--- config.mk ---
export PLATFORM = sky130hd
export DESIGN_NAME = sevenseg_scan_ctrl
export DESIGN_NICKNAME = d
export VERILOG_FILES = /design/src/rtl/sevenseg_pkg.sv /design/src/rtl/sevenseg_wb_regs.sv /design/src/rtl/sevenseg_scan_ctrl.sv
export SDC_FILE = /design/constraint.sdc
export NUM_CORES = 1
export LEC_CHECK = 0
export ABC_AREA = 1
export CORE_MARGIN = 8
export CORE_UTILIZATION = 60
export CTS_BUF_LIST = sky130_fd_sc_hd__clkbuf_16
export DETAILED_ROUTE_END_ITERATION = 10
export PLACE_DENSITY = 0.87
export SLEW_MARGIN = 25
export SYNTH_ARGS = -nofsm -noshare
export SYNTH_HDL_FRONTEND = slang
export SYNTH_SLANG_ARGS = --single-unit
--- constraint.sdc ---
create_clock -name wb_clk_i -period 3.8 [get_ports wb_clk_i]
set_input_delay 0.57 -clock wb_clk_i [delete_from_list [all_inputs] [get_ports wb_clk_i]]
set_output_delay 0.57 -clock wb_clk_i [all_outputs]
set_load 0.02 [all_outputs]
--- src/rtl/sevenseg_pkg.sv ---
// rtl/sevenseg_pkg.sv - shared register map, scan state encoding and hex font for the seven-segment scanner
package sevenseg_pkg;

  localparam logic [1:0] REG_CTRL  = 2'd0;
  localparam logic [1:0] REG_PRESC = 2'd1;
  localparam logic [1:0] REG_DLO   = 2'd2;
  localparam logic [1:0] REG_DHI   = 2'd3;

  localparam int CTRL_EN      = 0;
  localparam int CTRL_DECODE  = 1;
  localparam int CTRL_SEG_INV = 2;
  localparam int CTRL_DIG_INV = 3;

  localparam logic [3:0] CTRL_RST = 4'b0010;

  typedef enum logic [1:0] {
    ST_IDLE  = 2'd0,
    ST_SHOW  = 2'd1,
    ST_BLANK = 2'd2
  } scan_state_t;

  // Segment order {g,f,e,d,c,b,a}; entry 15 first so SEG_FONT[n] is glyph n.
  localparam logic [15:0][6:0] SEG_FONT = {
    7'h71, 7'h79, 7'h5E, 7'h39, 7'h7C, 7'h77, 7'h6F, 7'h7F,
    7'h07, 7'h7D, 7'h6D, 7'h66, 7'h4F, 7'h5B, 7'h06, 7'h3F
  };

  function automatic logic [7:0] digit_segments(input logic [7:0] digit_byte, input logic decode);
    return decode ? {digit_byte[7], SEG_FONT[digit_byte[3:0]]} : digit_byte;
  endfunction

endpackage

--- src/rtl/sevenseg_wb_regs.sv ---
// rtl/sevenseg_wb_regs.sv - Wishbone decode, single-cycle-gap ack and byte-enabled register file
module sevenseg_wb_regs
  import sevenseg_pkg::*;
#(
  parameter int          NUM_DIGITS = 8,
  parameter logic [31:0] BASE_ADDR  = 32'h3000_0000,
  parameter logic [15:0] PRESC_RST  = 16'd999
) (
  input  logic        wb_clk_i,
  input  logic        wb_rst_ni,
  input  logic        wbs_stb_i,
  input  logic        wbs_cyc_i,
  input  logic        wbs_we_i,
  input  logic [3:0]  wbs_sel_i,
  input  logic [31:0] wbs_dat_i,
  input  logic [31:0] wbs_adr_i,
  output logic        wbs_ack_o,
  output logic [31:0] wbs_dat_o,
  output logic [3:0]  ctrl_next,
  output logic [15:0] presc,
  output logic [63:0] digit_data
);

  logic        hit;
  logic        wr;
  logic [1:0]  offset;
  logic [3:0]  ctrl_q;
  logic [31:0] rdata;
  logic        unused_adr;

  assign hit        = wbs_cyc_i & wbs_stb_i & (wbs_adr_i[31:4] == BASE_ADDR[31:4]);
  assign wr         = hit & ~wbs_ack_o & wbs_we_i;
  assign offset     = wbs_adr_i[3:2];
  assign unused_adr = ^wbs_adr_i[1:0];

  // The scan FSM sees the CTRL value that commits on this edge, so a disable
  // written on a slot boundary stops the scan instead of advancing it.
  always_comb begin
    ctrl_next = ctrl_q;
    if (wr && offset == REG_CTRL && wbs_sel_i[0]) ctrl_next = wbs_dat_i[3:0];
  end

  always_comb begin
    rdata = '0;
    case (offset)
      REG_CTRL:  rdata = {28'd0, ctrl_q};
      REG_PRESC: rdata = {16'd0, presc};
      REG_DLO:   rdata = digit_data[31:0];
      REG_DHI:   rdata = digit_data[63:32];
      default:   rdata = '0;
    endcase
  end

  always_ff @(posedge wb_clk_i or negedge wb_rst_ni) begin
    if (!wb_rst_ni) begin
      wbs_ack_o  <= 1'b0;
      wbs_dat_o  <= '0;
      ctrl_q     <= CTRL_RST;
      presc      <= PRESC_RST;
      digit_data <= '0;
    end else begin
      wbs_ack_o <= hit & ~wbs_ack_o;
      wbs_dat_o <= (hit & ~wbs_ack_o) ? rdata : '0;
      ctrl_q    <= ctrl_next;
      if (wr && offset == REG_PRESC) begin
        if (wbs_sel_i[0]) presc[7:0]  <= wbs_dat_i[7:0];
        if (wbs_sel_i[1]) presc[15:8] <= wbs_dat_i[15:8];
      end
      if (wr) begin
        for (int b = 0; b < 8; b++) begin
          if (b < NUM_DIGITS && offset == ((b < 4) ? REG_DLO : REG_DHI) && wbs_sel_i[b % 4])
            digit_data[b*8 +: 8] <= wbs_dat_i[(b % 4)*8 +: 8];
        end
      end
    end
  end

endmodule

--- src/rtl/sevenseg_scan_ctrl.sv ---
// rtl/sevenseg_scan_ctrl.sv - multiplexed seven-segment scan scheduler with Wishbone registers and registered pads
module sevenseg_scan_ctrl
  import sevenseg_pkg::*;
#(
  parameter int          NUM_DIGITS   = 8,
  parameter int          BLANK_CYCLES = 4,
  parameter logic [31:0] BASE_ADDR    = 32'h3000_0000,
  parameter logic [15:0] PRESC_RST    = 16'd999
) (
  input  logic                    wb_clk_i,
  input  logic                    wb_rst_ni,
  input  logic                    wbs_stb_i,
  input  logic                    wbs_cyc_i,
  input  logic                    wbs_we_i,
  input  logic [3:0]              wbs_sel_i,
  input  logic [31:0]             wbs_dat_i,
  input  logic [31:0]             wbs_adr_i,
  output logic                    wbs_ack_o,
  output logic [31:0]             wbs_dat_o,
  output logic [7:0]              seg_o,
  output logic [NUM_DIGITS-1:0]   dig_o,
  output logic [8+NUM_DIGITS-1:0] disp_oeb_o
);

  localparam logic [2:0]  LAST_IDX   = 3'(NUM_DIGITS - 1);
  localparam logic [15:0] BLANK_LAST = 16'(BLANK_CYCLES - 1);

  logic [3:0]      ctrl_next;
  logic [15:0]     presc;
  logic [63:0]     digit_data;
  logic            en;
  scan_state_t     state;
  logic [2:0]      idx;
  logic [2:0]      idx_next;
  logic [15:0]     cnt;
  logic [15:0]     presc_q;
  logic [7:0]      shadow;
  logic [7:0]      raw_seg;
  logic [NUM_DIGITS-1:0] raw_dig;

  sevenseg_wb_regs #(
    .NUM_DIGITS (NUM_DIGITS),
    .BASE_ADDR  (BASE_ADDR),
    .PRESC_RST  (PRESC_RST)
  ) u_regs (
    .wb_clk_i   (wb_clk_i),
    .wb_rst_ni  (wb_rst_ni),
    .wbs_stb_i  (wbs_stb_i),
    .wbs_cyc_i  (wbs_cyc_i),
    .wbs_we_i   (wbs_we_i),
    .wbs_sel_i  (wbs_sel_i),
    .wbs_dat_i  (wbs_dat_i),
    .wbs_adr_i  (wbs_adr_i),
    .wbs_ack_o  (wbs_ack_o),
    .wbs_dat_o  (wbs_dat_o),
    .ctrl_next  (ctrl_next),
    .presc      (presc),
    .digit_data (digit_data)
  );

  assign en       = ctrl_next[CTRL_EN];
  assign idx_next = (idx == LAST_IDX) ? 3'd0 : idx + 3'd1;

  always_comb begin
    raw_seg = (state == ST_SHOW) ? shadow : 8'd0;
    raw_dig = '0;
    for (int i = 0; i < NUM_DIGITS; i++) raw_dig[i] = (state == ST_SHOW) && (idx == 3'(i));
  end

  // Digit data, decode mode and slot length are captured only when a slot begins.
  always_ff @(posedge wb_clk_i or negedge wb_rst_ni) begin
    if (!wb_rst_ni) begin
      state   <= ST_IDLE;
      idx     <= '0;
      cnt     <= '0;
      presc_q <= '0;
      shadow  <= '0;
    end else if (!en) begin
      state <= ST_IDLE;
      idx   <= '0;
      cnt   <= '0;
    end else begin
      case (state)
        ST_IDLE: begin
          state   <= ST_SHOW;
          idx     <= '0;
          cnt     <= '0;
          presc_q <= presc;
          shadow  <= digit_segments(digit_data[7:0], ctrl_next[CTRL_DECODE]);
        end
        ST_SHOW: begin
          if (cnt == presc_q) begin
            state <= ST_BLANK;
            cnt   <= '0;
          end else begin
            cnt <= cnt + 16'd1;
          end
        end
        ST_BLANK: begin
          if (cnt == BLANK_LAST) begin
            state   <= ST_SHOW;
            idx     <= idx_next;
            cnt     <= '0;
            presc_q <= presc;
            shadow  <= digit_segments(digit_data[{idx_next, 3'b000} +: 8], ctrl_next[CTRL_DECODE]);
          end else begin
            cnt <= cnt + 16'd1;
          end
        end
        default: state <= ST_IDLE;
      endcase
    end
  end

  always_ff @(posedge wb_clk_i or negedge wb_rst_ni) begin
    if (!wb_rst_ni) begin
      seg_o      <= '0;
      dig_o      <= '0;
      disp_oeb_o <= '1;
    end else begin
      seg_o      <= raw_seg ^ {8{ctrl_next[CTRL_SEG_INV]}};
      dig_o      <= raw_dig ^ {NUM_DIGITS{ctrl_next[CTRL_DIG_INV]}};
      disp_oeb_o <= {(8+NUM_DIGITS){~en}};
    end
  end

endmodule

==> reports/qor.txt, run 1 <==
OUTCOME
---------------------------------------------------------------------------------
Result of the run                                                       completed

DETAILED ROUTING
---------------------------------------------------------------------------------
Post-DRT Antenna Nets                                                           0
Residual DRC                                                                    0
Total via count in the routed design                                         8894
Initial drt markers                                                           750
Detailed Route WL                                                         26.3 mm
Detailed-router iteration count before antenna repair                           8
Vias per cell                                                                5.61
Post-DR wirelength/cell                                                   16.6 um

LOGIC SYNTHESIS
---------------------------------------------------------------------------------
EDFF count, synth                                                               0
Most common cell in the netlist                                      sky130_fd_sc_hd__nand2_1
Netlist Area Pre-Place                                                  9700 um^2
Async S/R FF share, synth                                                    100%
Most area-consuming cells after synthesis                            sky130_fd_sc_hd__dfrtp_1 (44%), sky130_fd_sc_hd__nand2_1 (15%), sky130_fd_sc_hd__o21ai_0 (6.3%)
Synth Instances                                                              1261
Number of nets produced by synthesis                                         1353
Avg Synthesized Cell Area                                               7.69 um^2
Number of unique standard cell types used by synthesis                         42
Number of register bits inferred by synthesis                                 179
List of most frequent post-synthesis cells                           sky130_fd_sc_hd__nand2_1 (375), sky130_fd_sc_hd__dfrtp_1 (169), sky130_fd_sc_hd__inv_1 (134), sky130_fd_sc_hd__o21ai_0 (123), sky130_fd_sc_hd__nor2_1 (86)
Top FF cell, synth                                                   sky130_fd_sc_hd__dfrtp_1
Number of warning messages in the yosys log                                     0
Area share of the largest cell type after synthesis                         43.6%
Proportion of synthesized chip area in sequential cells                     46.3%
Cell type with the highest aggregate area in the netlist             sky130_fd_sc_hd__dfrtp_1

TIMING
---------------------------------------------------------------------------------
TNS Setup                                                                    0 ns
Post-route setup slack                                                   0.693 ns
Relative slew slack                                                         42.7%
Highest clock rate                                                        322 MHz
Endpoints failing hold                                                          0
Final clock period utilization by the worst path                            81.8%
Worst-case clock skew                                                  0.00858 ns
Unrepaired setup endpoints after global routing                             false
Min cycle time layout                                                     3.11 ns
Max-slew violation count                                                        0
Actual transition at the worst max-transition pin                        0.860 ns
Final count of negative-setup-slack endpoints                                   0

WORST HOLD PATH
---------------------------------------------------------------------------------
Min-delay worst type                                                     in2async

CELLS AND AREA
---------------------------------------------------------------------------------
Nets                                                                         1449
Summed area of non-filler cells in the final layout                    11600 um^2
Layout overhead on the synthesized area                                     19.8%
Fraction of final layout cells sized beyond drive strength 1                6.72%
Antenna Cells                                                                   0

CTS
---------------------------------------------------------------------------------
Count of cells resized by post-cts repair                                       0
Clock tree from TritonCTS                                                    done
Clock root cell                                                      sky130_fd_sc_hd__clkbuf_16
Hold_buf cts                                                                    0
Clk Latency, worst-skew pair                                              0.44 ns
Htree depth                                                                     4
TritonCTS Sinks                                                               179
Total setup buffers inserted after CTS                                          0
Maximum clock path buffer count                                                 2
Number of buffers created by CTS                                               17
Register clock-pin slew on the reported worst setup and hold paths        0.07 ns

SETUP PATH
---------------------------------------------------------------------------------
Startpoint type of the worst setup path                                      flop
Critical path peak fanout                                                      28
Crit path capture type                                                       flop
Worst path required time                                                  4.13 ns
CP Class                                                                  reg2reg
Arrival time reported for the critical path endpoint                      3.43 ns

PLACE
---------------------------------------------------------------------------------
Worst setup slack before clock tree synthesis                            0.815 ns
Final weighted congestion in routability-driven placement                   0.978
Port buffer count                                                             135
Detailed placer's ending HPWL                                             19.0 mm
Instance area at placement                                             11100 um^2

GLOBAL ROUTING
---------------------------------------------------------------------------------
Overall track demand over capacity in global routing                        26.6%
First-pass GRT wire length                                                42.9 mm
Overflow after GRT                                                              0
Antenna violations before repair                                                0
Number of global-route vias before repair                                    8710
Maximum number of pins on one net before global-route repair                   96

POWER
---------------------------------------------------------------------------------
Maximum vdd drop                                                           343 uV
Static power due to leakage                                               5.47 nW
PwrDens                                                               325 nW/um^2
Post-layout total power                                                   3.77 mW

DIE
---------------------------------------------------------------------------------
Area of the die                                                        20500 um^2
Core Box Area                                                          15800 um^2
Number of ports placed on the die boundary                                    138
Site Rows                                                                      46
Overall die height                                                         143 um
Die Wd                                                                     143 um
Effective utilization at floorplan                                          61.3%

FLOW RUN
---------------------------------------------------------------------------------
Max-cap violations                                                              0

## cell type report
type / count / area [um^2]
inverter: 140 / 526
fill: 1201 / 4220
clock buffer: 17 / 425
sequential: 179 / 4490
multi-input combinational: 869 / 4290
clock inverter: 15 / 133
timing repair buffer: 150 / 1480
tap: 216 / 270
## metrics by stage
stage,hold WS (ns),utilization (%),std cells
after floorplan,0.274,-,1261
after global placement,0.465,69.8,1554
after detailed placement,0.469,69.8,1554
after CTS,0.249,73.4,1586
after global routing,0.271,73.4,1586
final,0.204,73.4,1586
## final timing paths
| path | start | end | slack [ns] | cells past startpoint |
|---|---|---|---|---|
| min in group wb_clk_i | shadow[4] | shadow[4] | 0.49 | 2 |
| worst min-delay path | wb_rst_ni | u_regs.wbs_dat_o[10] | 0.20 | 1 |
| worst max register to register | idx[0] | shadow[4] | 0.69 | 19 |
| worst min register to register | shadow[4] | shadow[4] | 0.49 | 2 |
| max in group asynchronous | wb_rst_ni | disp_oeb_o[0] | 2.66 | 2 |
| worst max-delay path | idx[0] | shadow[4] | 0.69 | 19 |
## layer usage
layer | track usage [%] | part of all wire (%) | vias up
li1 | - | - | 4213
met1 | 32.9 | 40 | 4151
met2 | 44.2 | 48 | 450
met3 | 5.48 | 8.4 | 80
met4 | 11.5 | 3.6 | 0
met5 | 0 | 0 | -
## registers in the layout, summed over array words and instances, names as in the netlist
name / count
shadow: 8
u_regs.presc: 16
presc_q: 16
state: 2
idx: 3
cnt: 16
u_regs.ctrl_q: 4
seg_o: 8
u_regs.wbs_dat_o: 32
dig_o: 8
disp_oeb_o: 1
u_regs.digit_data: 64
u_regs.wbs_ack_o: 1
## placed cells by master (no fill, tap or decap), drive strengths merged, types with 16 or more instances in the layout
cell type,n
nand2,383
dfrtp,169
inv,146
o21ai,141
clkdlybuf4s50,134
nor2,92
nand3,85
a21oi,36
ha,19
xor2,18
xnor2,18
clkbuf,17
nand4,17
buf,16
## kinds of logic (layout without fill, tap and decap cells)
group | count (synthesis) | after routing | synth area share [%]
simple gates | 604 | 604 | 26.3
xor+xnor | 36 | 36 | 3.25
flops | 179 | 179 | 46.3
buf+inv | 213 | 322 | 9.43
fa+ha+maj | 19 | 19 | 2.45
compound gates | 208 | 208 | 12.0
mux | 2 | 2 | 0.206
## worst max-delay path: stages, from the launching register on
cell                      delay, ns
sky130_fd_sc_hd__dfrtp_1       0.42
sky130_fd_sc_hd__ha_1          0.24
sky130_fd_sc_hd__ha_1          0.22
sky130_fd_sc_hd__inv_1         0.08
sky130_fd_sc_hd__nand2_2       0.34
sky130_fd_sc_hd__nand2_1       0.18
sky130_fd_sc_hd__nand3_1       0.09
sky130_fd_sc_hd__nand3_1       0.08
sky130_fd_sc_hd__nand2_1       0.17
sky130_fd_sc_hd__inv_1         0.18
sky130_fd_sc_hd__ha_1          0.19
sky130_fd_sc_hd__inv_1         0.05
sky130_fd_sc_hd__o21ai_0       0.15
sky130_fd_sc_hd__nand2_1       0.06
sky130_fd_sc_hd__o21ai_0       0.19
sky130_fd_sc_hd__nand2_1       0.08
sky130_fd_sc_hd__nand2_1       0.06
sky130_fd_sc_hd__nand2_1       0.08
sky130_fd_sc_hd__nand2_1       0.09
sky130_fd_sc_hd__nand2_1       0.05
## power by group
group	internal, mW	switching [mW]	leakage [nW]
registers	1.91	0.0000751	2.36
logic	0.0802	0.102	2.83
clock network	0.910	0.774	0.278
Power figures use the tool's default switching activity.
==> run 2, diff against run 1 <==
--- a/config.mk
+++ b/config.mk
@@ -7,10 +7,10 @@
 export LEC_CHECK = 0
 export ABC_AREA = 1
 export CORE_MARGIN = 8
-export CORE_UTILIZATION = 60
+export CORE_UTILIZATION = 55
 export CTS_BUF_LIST = sky130_fd_sc_hd__clkbuf_16
 export DETAILED_ROUTE_END_ITERATION = 10
-export PLACE_DENSITY = 0.87
+export PLACE_DENSITY = 0.8
 export SLEW_MARGIN = 25
 export SYNTH_ARGS = -nofsm -noshare
 export SYNTH_HDL_FRONTEND = slang
==> constraint.sdc (replaced) <==
create_clock -name wb_clk_i -period 2.94 [get_ports wb_clk_i]
set_input_delay 0.441 -clock wb_clk_i [delete_from_list [all_inputs] [get_ports wb_clk_i]]
set_output_delay 0.441 -clock wb_clk_i [all_outputs]
set_load 0.02 [all_outputs]
==> run 2 against run 1 <==
Net effect: global-route usage decreased by 2.3 points; clock skew increased by 0.0022 ns; critical path depth unchanged; cell area increased by 2.2%.
==> reports/qor.txt, run 2 (synthesis results as in run 1) <==
GLOBAL ROUTING
----------------------------------------------------------------------------------
Overflow after GRT                                                               0   unchanged
Antenna violations before repair                                                 0   unchanged
Maximum number of pins on one net before global-route repair                    67   -30%
Number of global-route vias before repair                                     8560   -1.7%
First-pass GRT wire length                                                 43.1 mm   +0.48%
Overall track demand over capacity in global routing                         24.3%   -2.3 points

CELLS AND AREA
----------------------------------------------------------------------------------
Nets                                                                          1477   +1.9%
Flip-flop count of the largest register, all copies and words added             64   unchanged
Summed area of non-filler cells in the final layout                     11900 um^2   +2.2%
Commonest cells after routing, fill and taps aside                    sky130_fd_sc_hd__nand2_1 (375), sky130_fd_sc_hd__dfrtp_1 (169), sky130_fd_sc_hd__inv_1 (136), sky130_fd_sc_hd__clkdlybuf4s50_1 (134), sky130_fd_sc_hd__o21ai_0 (122)
Largest register by flop count                                        u_regs.digit_data
Commonest non-fill, non-tap cell in the layout                        sky130_fd_sc_hd__nand2_1
Layout overhead on the synthesized area                                      22.4%
Fraction of final layout cells sized beyond drive strength 1                 8.44%   +1.7 points
Antenna Cells                                                                    0   unchanged
Registers with the most flip-flops                                    u_regs.digit_data x64, u_regs.wbs_dat_o x32
Finished Layout Cells                                                         1623   +2.3%

PLACE
----------------------------------------------------------------------------------
Port buffer count                                                              135   unchanged
Instance area at placement                                              11300 um^2   +2.2%
Total instance count after detailed placement                                 1590   +2.3%
Detailed placer's ending HPWL                                              19.1 mm   +0.51%
Final weighted congestion in routability-driven placement                    0.973   -0.52%

CTS
----------------------------------------------------------------------------------
Maximum clock path buffer count                                                  2   unchanged
Htree depth                                                                      4   unchanged
Clock tree from TritonCTS                                                     done
TritonCTS Sinks                                                                179   unchanged
Clk Latency, worst-skew pair                                               0.44 ns   about the same
Clock root cell                                                       sky130_fd_sc_hd__clkbuf_16
Register clock-pin slew on the reported worst setup and hold paths         0.07 ns   about the same
Number of buffers created by CTS                                                17   unchanged

DIE
----------------------------------------------------------------------------------
Overall die height                                                          149 um   +3.9%
Die Wd                                                                      149 um   +3.9%
Site Rows                                                                       48   +4.3%
Number of ports placed on the die boundary                                     138   unchanged
Area of the die                                                         22100 um^2   +8.1%
Core Box Area                                                           17300 um^2   +9.3%
Effective utilization at floorplan                                           56.1%   -5.2 points

SETUP PATH
----------------------------------------------------------------------------------
Delay of the slowest cell on the worst path                                0.42 ns   about the same
Arrival time reported for the critical path endpoint                       3.06 ns   -0.37 ns
Crit path capture type                                                        flop
Critical path peak fanout                                                       15   -46%
CP Class                                                                   reg2reg
Most common cell type on the critical path                            sky130_fd_sc_hd__nand2_1
Worst path required time                                                   3.27 ns   -0.86 ns
Cell type of the slowest stage on the worst timing path               sky130_fd_sc_hd__dfrtp_1
CP Cell Sequence                                                      ha_1, ha_1, inv_1, nand2_4, nand2_1, nand3_1, nand3_1, nand2_1, inv_1, ha_1, inv_1, o21ai_0, nand2_1, o21ai_1, nand2_1, nand2_1, nand2_1, nand2_1, nand2_1
Startpoint type of the worst setup path                                       flop

POWER
----------------------------------------------------------------------------------
PwrDens                                                                411 nW/um^2   +27%
Switching Fraction                                                           23.3%   +0.053 points
Total net switching power                                                  1.14 mW   +30%
Combinational group share of total power                                      5.0%   +0.2 points
Post-layout total power                                                    4.88 mW   +29%
Maximum vdd drop                                                            458 uV   +34%
Proportion of power drawn by flip-flops and latches                          50.4%   about the same
Proportion of power drawn by the clock network                               44.6%   about the same
Static power due to leakage                                                5.62 nW   +2.8%
Cell-internal power                                                        3.75 mW   +29%

TIMING
----------------------------------------------------------------------------------
Hold WS                                                                   0.489 ns   +0.285 ns
Max-slew violation count                                                         0   unchanged
Relative slew slack                                                          57.1%   +14 points
Actual transition at the worst max-transition pin                         0.643 ns   -0.217 ns
Unrepaired setup endpoints after global routing                              false
TNS Setup                                                                     0 ns   unchanged
Worst-case clock skew                                                    0.0108 ns   +0.00220 ns
Final clock period utilization by the worst path                             93.0%   +11 points
Highest clock rate                                                         366 MHz   +14%
Final count of negative-setup-slack endpoints                                    0   unchanged
Min cycle time layout                                                      2.73 ns   -0.373 ns
Endpoints failing hold                                                           0   unchanged

DETAILED ROUTING
----------------------------------------------------------------------------------
Residual DRC                                                                     0   unchanged
Detailed-router iteration count before antenna repair                            7   -1
Post-DRT Antenna Nets                                                            0   unchanged
Post-DR wirelength/cell                                                    16.2 um   -2.5%
Detailed Route WL                                                          26.3 mm   -0.17%
Vias per cell                                                                 5.47   -2.5%
Initial drt markers                                                            773   +3.1%
Total via count in the routed design                                          8875   -0.21%

OUTCOME
----------------------------------------------------------------------------------
Result of the run                                                        completed

WORST HOLD PATH
----------------------------------------------------------------------------------
Min-delay worst type                                                       reg2reg

FLOW RUN
----------------------------------------------------------------------------------
Max-cap violations                                                               0   unchanged

==> run 2: through the flow <==
step	setup WS, ns	util (%)
floorplan	0.466	-
global placement	0.160	65.3
detailed placement	0.0978	65.3
CTS	0.0819	68.6
global route	0.00537	68.6
finish	0.206	68.6
==> run 2: layout make-up <==
| cell class | count | area, um^2 |
|---|---|---|
| fill | 1421 | 5430 |
| sequential | 179 | 4490 |
| multi-input combinational | 869 | 4290 |
| timing repair buffer | 178 | 1720 |
| inverter | 140 | 526 |
| clock buffer | 17 | 425 |
| tap | 225 | 282 |
| clock inverter | 15 | 130 |
==> run 2: worst paths after layout <==
kind | startpoint | endpoint | slack (ns) | cells past startpoint
max | idx[0] | shadow[4] | 0.21 | 19
min | u_regs.digit_data[35] | u_regs.digit_data[35] | 0.49 | 2
max reg2reg | idx[0] | shadow[4] | 0.21 | 19
min reg2reg | u_regs.digit_data[35] | u_regs.digit_data[35] | 0.49 | 2
max in group asynchronous | wb_rst_ni | u_regs.presc[1] | 1.56 | 3
min in group asynchronous | wb_rst_ni | cnt[10] | 0.54 | 2
==> run 2: power groups by stage <==
| stage | Combinational, mW | Sequential (mW) | Clock, mW |
|---|---|---|---|
| finish | 0.243 | 2.46 | 2.18 |
| global route | 0.269 | 2.46 | 2.30 |
| CTS | 0.246 | 2.46 | 2.19 |
| detailed placement | 0.244 | 2.51 | 0 |
| global placement | 0.241 | 2.51 | 0 |
| floorplan | 0.0556 | 2.51 | 0 |
==> run 2: what timing repair did <==
action / in CTS / in global routing
hold endpoints to repair: 19 / 0
resized for setup: 0 / 3
endpoints found under the setup margin: 0 / 1
setup buffers: 0 / 0
hold buffers: 1 / 0
==> run 2: critical path: cells and delay by family, from the launching register on <==
family / cells / cell delay [ns]
simple gates: 11 / 0.87
fa+ha+maj: 3 / 0.66
flops: 1 / 0.42
compound gates: 2 / 0.35
buf+inv: 3 / 0.31
==> run 2: per-layer routing <==
metal,up-vias,GRT usage [%],share of wire [%]
met5,-,0,0
met4,0,8.03,2.4
met3,61,5.55,8.6
met2,419,40.7,48
met1,4121,30.5,41
li1,4274,-,-
==> run 3, diff against run 2 <==
==> constraint.sdc (replaced) <==
create_clock -name wb_clk_i -period 2.82 [get_ports wb_clk_i]
set_input_delay 0.423 -clock wb_clk_i [delete_from_list [all_inputs] [get_ports wb_clk_i]]
set_output_delay 0.423 -clock wb_clk_i [all_outputs]
set_load 0.02 [all_outputs]
==> run 3 against run 2 <==
Net effect: combinational power increased by 5%; wire length is 1.2% higher; critical path depth down 4; largest power group unchanged.
==> reports/qor.txt, run 3 (synthesis results as in run 1) <==
GLOBAL ROUTING
----------------------------------------------------------------------------------
Overall track demand over capacity in global routing                         24.6%   +0.34 points
First-pass GRT wire length                                                 43.6 mm   +1.2%
Overflow after GRT                                                               0   unchanged
Number of global-route vias before repair                                     8753   +2.3%
Maximum number of pins on one net before global-route repair                    71   +6.0%
Antenna violations before repair                                                 0   unchanged

DETAILED ROUTING
----------------------------------------------------------------------------------
Detailed Route WL                                                          26.6 mm   +1.2%
Vias per cell                                                                 5.51   +0.78%
Detailed-router iteration count before antenna repair                            7   unchanged
Post-DR wirelength/cell                                                    16.4 um   +0.98%
Post-DRT Antenna Nets                                                            0   unchanged
Initial drt markers                                                            802   +3.8%
Total via count in the routed design                                          8966   +1.0%
Residual DRC                                                                     0   unchanged

TIMING
----------------------------------------------------------------------------------
Worst-case clock skew                                                    0.0127 ns   +0.00194 ns
Unrepaired setup endpoints after global routing                               true
Max-slew violation count                                                         0   unchanged
Final count of negative-setup-slack endpoints                                    0   unchanged
Final clock period utilization by the worst path                             93.7%   +0.71 points
Min cycle time layout                                                      2.64 ns   -0.0916 ns
Actual transition at the worst max-transition pin                         0.647 ns   +0.00471 ns
Hold WS                                                                   0.495 ns   +0.00511 ns
TNS Setup                                                                     0 ns   unchanged
Relative slew slack                                                          56.8%   -0.27 points
Endpoints failing hold                                                           0   unchanged
Highest clock rate                                                         378 MHz   +3.5%

SETUP PATH
----------------------------------------------------------------------------------
Capturing point of the worst reg2reg path                                shadow[0]
Crit path buffers/inverters                                                      2   -1
Worst path required time                                                   3.18 ns   -0.09 ns
Total stage count of the critical path                                          15   -4
Delay of the slowest cell on the worst path                                0.43 ns   about the same
R2R setup slack                                                            0.18 ns   -0.03 ns
Cell type of the slowest stage on the worst timing path               sky130_fd_sc_hd__dfrtp_1
CP top delay family                                                   simple AND/OR/NAND/NOR gates
CP Cell Sequence                                                      ha_2, ha_1, nor2_2, buf_12, nand2_1, nand3_1, nand3_1, nand2_1, inv_1, ha_1, a21oi_1, nand4_1, nand3_1, nand2_1, a21oi_1
Arrival time reported for the critical path endpoint                       3.00 ns   -0.06 ns
Path depth of the worst reg2reg path                                            15   -4
Crit path capture type                                                        flop
Critical path peak fanout                                                       28   +13
Crit Reg-Reg Startpoint                                                     idx[0]
CP Class                                                                   reg2reg
Startpoint type of the worst setup path                                       flop

PLACE
----------------------------------------------------------------------------------
Port buffer count                                                              135   unchanged
Final weighted congestion in routability-driven placement                    0.959   -1.4%
Instance area at placement                                              11300 um^2   +0.27%
Detailed placer's ending HPWL                                              19.6 mm   +2.5%

CTS
----------------------------------------------------------------------------------
Clk Latency, worst-skew pair                                               0.44 ns   about the same
Number of buffers created by CTS                                                17   unchanged
Register clock-pin slew on the reported worst setup and hold paths         0.07 ns   about the same
TritonCTS Sinks                                                                179   unchanged
Htree depth                                                                      4   unchanged
Maximum clock path buffer count                                                  2   unchanged
Clock root cell                                                       sky130_fd_sc_hd__clkbuf_16
Clock tree from TritonCTS                                                     done

FLOW RUN
----------------------------------------------------------------------------------
Max-cap violations                                                               0   unchanged

DIE
----------------------------------------------------------------------------------
Number of ports placed on the die boundary                                     138   unchanged
Area of the die                                                         22100 um^2   unchanged
Die Wd                                                                      149 um   unchanged
Site Rows                                                                       48   unchanged
Overall die height                                                          149 um   unchanged
Effective utilization at floorplan                                           56.1%   unchanged
Core Box Area                                                           17300 um^2   unchanged

CELLS AND AREA
----------------------------------------------------------------------------------
Summed area of non-filler cells in the final layout                     11900 um^2   +0.66%
Flip-flop count of the largest register, all copies and words added             64   unchanged
Commonest cells after routing, fill and taps aside                    sky130_fd_sc_hd__nand2_1 (375), sky130_fd_sc_hd__dfrtp_1 (169), sky130_fd_sc_hd__inv_1 (134), sky130_fd_sc_hd__clkdlybuf4s50_1 (134), sky130_fd_sc_hd__o21ai_0 (121)
Registers with the most flip-flops                                    u_regs.digit_data x64, u_regs.wbs_dat_o x32
Commonest non-fill, non-tap cell in the layout                        sky130_fd_sc_hd__nand2_1
Core utilization of the finished layout                                      69.1%   +0.46 points
Layout overhead on the synthesized area                                      23.2%
Fraction of final layout cells sized beyond drive strength 1                 9.13%   +0.69 points
Largest register by flop count                                        u_regs.digit_data
Antenna Cells                                                                    0   unchanged
Nets                                                                          1481   +0.27%

WORST HOLD PATH
----------------------------------------------------------------------------------
Worst Hold Launch                                                     u_regs.digit_data[35]
Cell count of the worst hold path                                                2   unchanged
Min-delay worst type                                                       reg2reg
Worst Hold Path EP                                                    u_regs.digit_data[35]

POWER
----------------------------------------------------------------------------------
PwrDens                                                                435 nW/um^2   +5.7%
Static power due to leakage                                                5.64 nW   +0.41%
Maximum vdd drop                                                            476 uV   +3.8%

OUTCOME
----------------------------------------------------------------------------------
Result of the run                                                        completed

## run 3: power breakdown
part,leakage [nW],switching [mW],internal (mW)
clock network,0.290,1.12,1.26
logic,2.99,0.138,0.116
registers,2.36,0.000104,2.57
total,5.64,1.25,3.94
## run 3: worst max-delay path by stage
stage | startpoint | to | slack, ns
3_3_place_gp | wbs_adr_i[29] | shadow[1] | 0.14
4_1_cts | idx[0] | shadow[4] | 0.09
3_5_place_dp | wbs_adr_i[29] | shadow[1] | 0.09
2_1_floorplan | idx[0] | shadow[4] | 0.35
5_1_grt | idx[0] | shadow[0] | -0.002
6_report | idx[0] | shadow[0] | 0.18
## run 3: worst reg2reg max path, stage by stage, from the launching register on
cell and delay, ns:
sky130_fd_sc_hd__dfrtp_1 0.43, sky130_fd_sc_hd__ha_2 0.21, sky130_fd_sc_hd__ha_1 0.22, sky130_fd_sc_hd__nor2_2 0.16, sky130_fd_sc_hd__buf_12 0.19, sky130_fd_sc_hd__nand2_1 0.11, sky130_fd_sc_hd__nand3_1 0.10, sky130_fd_sc_hd__nand3_1 0.07
sky130_fd_sc_hd__nand2_1 0.10, sky130_fd_sc_hd__inv_1 0.06, sky130_fd_sc_hd__ha_1 0.21, sky130_fd_sc_hd__a21oi_1 0.26, sky130_fd_sc_hd__nand4_1 0.13, sky130_fd_sc_hd__nand3_1 0.12, sky130_fd_sc_hd__nand2_1 0.07, sky130_fd_sc_hd__a21oi_1 0.13
## run 3: metal layers
| metal | GRT usage [%] | wire [um] | up-vias |
|---|---|---|---|
| li1 | - | - | 4277 |
| met1 | 30.9 | 10900 | 4216 |
| met2 | 40.3 | 12800 | 409 |
| met3 | 5.76 | 2200 | 64 |
| met4 | 9.99 | 717 | 0 |
| met5 | 0 | 0 | - |
## run 3: through the flow
step                setup slack (ns)  std cells  power (mW)
floorplan                      0.346       1261        2.67
global placement               0.141       1594        2.87
detailed placement            0.0935       1594        2.87
CTS                           0.0876       1627        5.22
global route                -0.00184       1627        5.36
finish                         0.178       1627        5.20
## run 3: final cells by class
| type | instances | area (um^2) |
|---|---|---|
| tap | 225 | 282 |
| clock inverter | 15 | 176 |
| inverter | 140 | 526 |
| timing repair buffer | 182 | 1750 |
| multi-input combinational | 869 | 4300 |
| sequential | 179 | 4490 |
| fill | 1411 | 5350 |
| clock buffer | 17 | 425 |
## run 3: timing repair
action,CTS,global route
hold buffers,1,0
gates resized for setup,0,6
buffers inserted,0,0
endpoints found under the hold margin,2,0
setup endpoints to repair,0,4
